<file path="src/rtl/ppu_spr_pkg.sv">
// Shared constants and helpers for the PPU sprite output unit.
// Attribute byte layout, default geometry and plane bit reversal.
package ppu_spr_pkg;

  localparam int ATTR_PAL_LSB = 0;
  localparam int ATTR_PAL_W   = 2;
  localparam int ATTR_PRI     = 5;
  localparam int ATTR_MIRX    = 6;

  localparam int DEF_NSPR = 8;
  localparam int DEF_BPP  = 2;
  localparam int DEF_TW   = 8;
  localparam int DEF_XW   = 8;

  // Widest sprite plane the reversal helper supports.
  localparam int MAX_TW = 64;

  // Reverses the low w bits of v; bits at and above w come back as zero.
  function automatic logic [MAX_TW-1:0] rev_bits(input logic [MAX_TW-1:0] v, input int w);
    logic [MAX_TW-1:0] r;
    r = '0;
    for (int i = 0; i < MAX_TW; i++) begin
      if (i < w) r[w-1-i] = v[i];
    end
    return r;
  endfunction

endpackage

</file>
<file path="src/rtl/ppu_spr_chan.sv">
// One sprite channel: X down-counter, attribute latch, shift planes,
// pixel counter and valid bit. Reports whether it is emitting this pixel.
module ppu_spr_chan
  import ppu_spr_pkg::*;
#(
  parameter int BPP = DEF_BPP,
  parameter int TW  = DEF_TW,
  parameter int XW  = DEF_XW
) (
  input  logic                  clk,
  input  logic                  rst,
  input  logic                  line_start,
  input  logic                  run,
  input  logic                  xcnt_we,
  input  logic [XW-1:0]         xcnt,
  input  logic                  attr_we,
  input  logic [ATTR_PAL_W-1:0] attr_pal,
  input  logic                  attr_pri,
  input  logic                  attr_mirx,
  input  logic                  patt_we,
  input  logic [BPP*TW-1:0]     patt,
  output logic                  active,
  output logic [BPP-1:0]        pix,
  output logic [ATTR_PAL_W-1:0] pal,
  output logic                  pri
);

  localparam int CW = $clog2(TW + 1);

  logic [XW-1:0]              x_q;
  logic [ATTR_PAL_W-1:0]      pal_q;
  logic                       pri_q;
  logic                       mirx_q;
  logic                       valid_q;
  logic [CW-1:0]              cnt_q;
  logic [BPP-1:0][TW-1:0]     plane_q;
  logic [BPP-1:0][TW-1:0]     plane_ld;
  logic                       mirx_eff;

  // A same-cycle attribute write decides the mirroring of the incoming pattern.
  assign mirx_eff = attr_we ? attr_mirx : mirx_q;

  always_comb begin
    plane_ld = '0;
    for (int p = 0; p < BPP; p++) begin
      if (mirx_eff)
        plane_ld[p] = TW'(rev_bits(MAX_TW'(patt[p*TW +: TW]), TW));
      else
        plane_ld[p] = patt[p*TW +: TW];
    end
  end

  assign active = valid_q && (x_q == '0) && (cnt_q < CW'(TW));
  assign pal    = pal_q;
  assign pri    = pri_q;

  always_comb begin
    pix = '0;
    for (int p = 0; p < BPP; p++) pix[p] = plane_q[p][TW-1];
  end

  always_ff @(posedge clk or posedge rst) begin
    if (rst) begin
      x_q     <= '0;
      pal_q   <= '0;
      pri_q   <= 1'b0;
      mirx_q  <= 1'b0;
      valid_q <= 1'b0;
      cnt_q   <= '0;
      plane_q <= '0;
    end else begin
      if (xcnt_we)
        x_q <= xcnt;
      else if (run && (x_q != '0))
        x_q <= x_q - XW'(1);

      if (attr_we) begin
        pal_q  <= attr_pal;
        pri_q  <= attr_pri;
        mirx_q <= attr_mirx;
      end

      if (patt_we) begin
        plane_q <= plane_ld;
      end else if (run && active) begin
        for (int p = 0; p < BPP; p++) plane_q[p] <= plane_q[p] << 1;
      end

      // Loads land after the line-start clear, so a same-cycle load survives.
      if (patt_we || line_start)
        cnt_q <= '0;
      else if (run && active)
        cnt_q <= cnt_q + CW'(1);

      if (patt_we)
        valid_q <= 1'b1;
      else if (line_start)
        valid_q <= 1'b0;
    end
  end

endmodule

</file>
<file path="src/rtl/ppu_spr_unit.sv">
// Sprite output unit: NSPR channels loaded during hblank, one prioritised
// sprite pixel per i_run cycle towards the background/sprite mixer.
module ppu_spr_unit
  import ppu_spr_pkg::*;
#(
  parameter  int NSPR = DEF_NSPR,
  parameter  int BPP  = DEF_BPP,
  parameter  int TW   = DEF_TW,
  parameter  int XW   = DEF_XW,
  localparam int IW   = (NSPR > 1) ? $clog2(NSPR) : 1
) (
  input  logic                      i_clk,
  input  logic                      i_rst,
  input  logic                      i_line_start,
  input  logic [IW-1:0]             i_ld_idx,
  input  logic [XW-1:0]             i_xcnt,
  input  logic                      i_xcnt_we,
  input  logic [7:0]                i_attr,
  input  logic                      i_attr_we,
  input  logic [BPP*TW-1:0]         i_patt,
  input  logic                      i_patt_we,
  input  logic                      i_run,
  output logic                      o_vld,
  output logic                      o_show,
  output logic                      o_priority,
  output logic [ATTR_PAL_W+BPP-1:0] o_pattern,
  output logic [IW-1:0]             o_idx,
  output logic                      o_spr0
);

  // Pixel flow: a cycle with i_run=1 evaluates one pixel and the result is
  // presented on the next cycle with o_vld=1; i_run=0 gives an all-zero cycle.

  logic [NSPR-1:0]       act;
  logic [NSPR-1:0]       pri;
  logic [BPP-1:0]        pix [NSPR];
  logic [ATTR_PAL_W-1:0] pal [NSPR];

  logic                  attr_unused;
  assign attr_unused = ^{i_attr[7], i_attr[4:2]};

  for (genvar g = 0; g < NSPR; g++) begin : g_chan
    logic sel;
    // Indices beyond NSPR-1 match no channel, so such loads are dropped.
    assign sel = (32'(i_ld_idx) == g);

    ppu_spr_chan #(
      .BPP(BPP),
      .TW (TW),
      .XW (XW)
    ) u_chan (
      .clk       (i_clk),
      .rst       (i_rst),
      .line_start(i_line_start),
      .run       (i_run),
      .xcnt_we   (i_xcnt_we && sel),
      .xcnt      (i_xcnt),
      .attr_we   (i_attr_we && sel),
      .attr_pal  (i_attr[ATTR_PAL_LSB +: ATTR_PAL_W]),
      .attr_pri  (i_attr[ATTR_PRI]),
      .attr_mirx (i_attr[ATTR_MIRX]),
      .patt_we   (i_patt_we && sel),
      .patt      (i_patt),
      .active    (act[g]),
      .pix       (pix[g]),
      .pal       (pal[g]),
      .pri       (pri[g])
    );
  end

  logic                  found;
  logic [IW-1:0]         win_idx;
  logic [BPP-1:0]        win_pix;
  logic [ATTR_PAL_W-1:0] win_pal;
  logic                  win_pri;
  logic                  spr0_hit;

  // Scan high to low so the lowest opaque active channel is written last.
  always_comb begin
    found   = 1'b0;
    win_idx = '0;
    win_pix = '0;
    win_pal = '0;
    win_pri = 1'b0;
    for (int i = NSPR - 1; i >= 0; i--) begin
      if (act[i] && (|pix[i])) begin
        found   = 1'b1;
        win_idx = IW'(i);
        win_pix = pix[i];
        win_pal = pal[i];
        win_pri = pri[i];
      end
    end
  end

  assign spr0_hit = act[0] && (|pix[0]);

  always_ff @(posedge i_clk or posedge i_rst) begin
    if (i_rst) begin
      o_vld      <= 1'b0;
      o_show     <= 1'b0;
      o_priority <= 1'b0;
      o_pattern  <= '0;
      o_idx      <= '0;
      o_spr0     <= 1'b0;
    end else if (i_run) begin
      o_vld      <= 1'b1;
      o_show     <= found;
      o_priority <= win_pri;
      o_pattern  <= {win_pal, win_pix};
      o_idx      <= win_idx;
      o_spr0     <= spr0_hit;
    end else begin
      o_vld      <= 1'b0;
      o_show     <= 1'b0;
      o_priority <= 1'b0;
      o_pattern  <= '0;
      o_idx      <= '0;
      o_spr0     <= 1'b0;
    end
  end

endmodule

</file>
<file path="config.mk">
export PLATFORM = sky130hd
export DESIGN_NAME = ppu_spr_unit
export DESIGN_NICKNAME = d
export VERILOG_FILES = /design/src/rtl/ppu_spr_pkg.sv /design/src/rtl/ppu_spr_chan.sv /design/src/rtl/ppu_spr_unit.sv
export SDC_FILE = /design/constraint.sdc
export NUM_CORES = 1
export LEC_CHECK = 0
export ABC_AREA = 1
export CELL_PAD_IN_SITES_DETAIL_PLACEMENT = 1
export CELL_PAD_IN_SITES_GLOBAL_PLACEMENT = 1
export CORE_ASPECT_RATIO = 0.7
export CORE_MARGIN = 8
export CORE_UTILIZATION = 35
export DETAILED_ROUTE_END_ITERATION = 10
export MAX_ROUTING_LAYER = met4
export PLACE_DENSITY = 0.67
export REMOVE_ABC_BUFFERS = 1
export SYNTH_ARGS = -nofsm -noshare
export SYNTH_HDL_FRONTEND = slang
export SYNTH_HIERARCHICAL = 1
export SYNTH_SLANG_ARGS = --single-unit
</file>
<file path="constraint.sdc">
create_clock -name i_clk -period 2 [get_ports i_clk]
set_input_delay 0.4 -clock i_clk [delete_from_list [all_inputs] [get_ports i_clk]]
set_output_delay 0.4 -clock i_clk [all_outputs]
set_load 0.005 [all_outputs]
</file>
==> metrics.cfg <==
[drt]
drt-initial-drc-count=963
ant_nets=0
dr.pass1.iters=7
via_per_inst=4.96
routed_wirelength_mm=60.2
wl_per_cell_um=17.7
drc_errors=0
num_vias=16900

[flow_run]
drv_cap=0

[timing]
finClkSkew_ns=0.0183
hold_viol=0
min_period_ns=2.00
tightest_slew_ns=0.589
rsz0062_at_grt=true
setup-violations-final=0
min_period_over_period_pct=100
max_slew_margin_pct=60.6
setup_slack_ns=0.000400
fmax_mhz=500
fin_tns_setup_ns=0
maxSlewViolCount=0

[placed_design]
hpwlAfterDp_mm=42.9
io_buffers=48
pre_cts_ws_ns=-0.428
place_inst=3332
gp_congestion=0.846

[synthesis]
synth_compound_area_share_pct=8.93
synth_seq_cells=275
netlist_area_mm2=0.0176
synthTopCellsByArea=dfrtp_1, nand2_1, nand3_1
synth_top_family_by_area=simple AND/OR/NAND/NOR gates
synth_xor_xnor_area_share_pct=2.38
syn_inst=2496
synthMuxAreaShare_pct=0
ys_warn_count=6
synth_cell_type_count=35
yosysSeqAreaShare_pct=39.0
synth_area_per_cell_um2=7.07
yosysTopAreaCellShare_pct=39.0
synthAdderAreaFrac_pct=1.70
synth_simple_gate_area_share_pct=37.5
yosysTopAreaCell=dfrtp_1

[floorplanning]
io_pins=53
initial_core_util_pct=35.1
num_rows=69
dieArea_mm2=0.0580
fp.dieH_um=204
core_area_mm2=0.0502
die_w_um=284

[grt]
grt_pass1_wl_mm=96.9
grt_pass1_vias=17700
grt.overflow.total=0
grt_antenna_before_repair=2
grt_max_degree=34
grtUsageTotal_pct=21.1

[clocking]
clockRootBuffer=clkbuf_16
htree_levels=2
worstSkewPairLatency_ns=0.53
cts_buffers=34
numClockSinks=275
clk_pin_slew_ns=0.06
hold_buffers=0
cts_buffer_depth=3
cts_tree=done

[critical_path]
criticalPathCategory=reg -> reg
critPathLaunchType=flop
path_common_cell=nand2_1
cp_max_fo=5
cp.arrival_ns=2.40
slowest_stage=dfrtp_1
path_cells=inv_2, ha_4, nand3_4, nor4_4, buf_4, nand2_2, nand2_4, inv_1, nand2_1, nand2_1, nand2_1, nand2_1, nand2_1, nand2_1, nand2_2, a21oi_2
worstReg2RegStart=g_chan[4].u_chan/x_q[1]$_DFFE_PP0P_
path_delay_family=simple AND/OR/NAND/NOR gates
crit_required_ns=2.41
max_stage_delay_ns=0.39
crit_buf_inv=3
cp-startpoint=g_chan[4].u_chan/x_q[1]$_DFFE_PP0P_
crit_path_end_kind=flop

[cells_and_area]
synthToLayoutAreaGrowth_pct=22.7
multi_input_area_mm2=0.00922
fill_cells=6354
seq_area_mm2=0.00689
drive_gt1_share_pct=18.5
nNetsFinal=2775
stdcell_count=3405

[power_and_ir_drop]
power.density_mw_per_mm2=1060
peakVddDrop_uv=611
power_w=0.0229
leakagePower_nw=11.0

[run_status]
status=completed

[hold_path]
min_from=i_run
hold_class=in -> reg

## cell usage after synthesis
master	n
a21oi_1	38
a21oi_2	1
a31oi_1	1
buf_1	8
buf_2	8
buf_4	16
buf_6	24
buf_8	8
clkbuf_1	32
dfrtp_1	275
ha_1	24
inv_1	293
inv_2	10
inv_4	1
nand2_1	880
nand2_2	58
nand2_4	17
nand3_1	317
nand3_2	8
nand3_4	8
nor2_1	145
nor2_2	10
nor2_4	19
nor3_1	6
nor4_1	8
o211ai_1	2
o21a_1	3
o21ai_0	158
o21ai_1	1
o21ai_2	49
o21ai_4	3
o21bai_1	8
or2_2	9
xnor2_1	24
xor2_1	24
## registers in the layout (all words and copies together) (netlist names)
signal	cells
g_chan.u_chan/mirx_q	8
g_chan.u_chan/pal	16
o_spr0	1
g_chan.u_chan/x_q	64
o_show	1
o_vld	1
o_idx	3
g_chan.u_chan/plane_q	112
o_pattern	4
g_chan.u_chan/pix	16
o_priority	1
g_chan.u_chan/pri	8
g_chan.u_chan/cnt_q	32
g_chan.u_chan/valid_q	8
## worst reg2reg max path, delay by kind of cell, from the launching register on
kind | cells | cell delay [ns]
fa+ha+maj | 1 | 0.15
buf+inv | 3 | 0.31
compound gates | 1 | 0.05
flops | 1 | 0.39
simple gates | 11 | 0.99
## through the flow
step	util (%)	hold slack [ns]	area, µm²
floorplan	-	0.252	16900
global placement	40.2	0.452	20200
detailed placement	40.2	0.457	20200
CTS	42.4	0.275	21300
global route	43.1	0.279	21600
finish	43.1	0.329	21600
## cell families (layout without fill, tap and decap cells)
| logic type | count (synthesis) | after routing |
|---|---|---|
| fa+ha+maj | 24 | 24 |
| flops | 275 | 275 |
| buf+inv | 400 | 633 |
| xor+xnor | 48 | 48 |
| other cells | 0 | 1 |
| compound gates | 264 | 264 |
| simple gates | 1485 | 1486 |
## cell usage in the layout (no fill, tap or decap), types with 11 or more instances in the layout
master	count
inv_2	21
nor2_4	20
o21ai_2	49
nand2_2	56
buf_4	193
nand2_4	25
clkdlybuf4s50_1	46
clkbuf_1	14
a21oi_1	33
buf_12	31
nor2_2	11
nand2_1	873
inv_1	282
nand3_4	12
nand3_1	315
xnor2_1	24
dfrtp_1	272
xor2_1	24
o21ai_0	157
nor2_1	144
clkbuf_16	35
ha_1	20
## path summary, 6_finish.rpt
check	cells past startpoint	slack, ns	endpoint
setup / recovery	16	0.0004	o_pattern[2]$_DFF_PP0_
setup reg to reg	16	0.0004	o_pattern[2]$_DFF_PP0_
hold reg to reg	2	0.47	g_chan[0].u_chan/pal[0]$_DFFE_PP0P_
hold / removal	2	0.33	o_vld$_DFF_PP0_
max in group asynchronous	3	1.05	g_chan[4].u_chan/plane_q[4]$_DFFE_PP0P_
min in group asynchronous	3	0.53	o_priority$_DFF_PP0_
## report_power, final
| part | internal, W | leakage, nW | switching, W | total, W |
|---|---|---|---|---|
| clock network | 0.00337 | 0.493 | 0.00249 | 0.00586 |
| registers | 0.00726 | 3.50 | 0.00134 | 0.00860 |
| logic | 0.00341 | 7.06 | 0.00500 | 0.00841 |
## routing by layer
metal,global-route usage (%),part of all wire [%],vias up
met5,-,0,-
met4,4.62,1.7,0
met3,2.89,3.5,64
met2,32.7,45,226
met1,29.5,50,8359
li1,-,-,8243
## repair_timing
item / 4_1_cts / 5_1_grt
gates cloned: 1 / 0
endpoints found under the hold margin: 0 / 0
pin swaps: 9 / 14
buffers inserted: 0 / 14
gates resized for setup: 15 / 55
endpoints found under the setup margin: 9 / 69
## layout make-up
type / instances / share of cell area, %
inverters: 304 / 5.28
repair buffers: 272 / 11.8
multi-input cells: 1822 / 42.6
well taps: 674 / 3.90
flip-flops and latches: 275 / 31.8
diodes: 1 / 0.0116
clock buffers: 53 / 4.54
clock inverters: 4 / 0.110
Note: power is estimated with default switching activity, not from simulation.
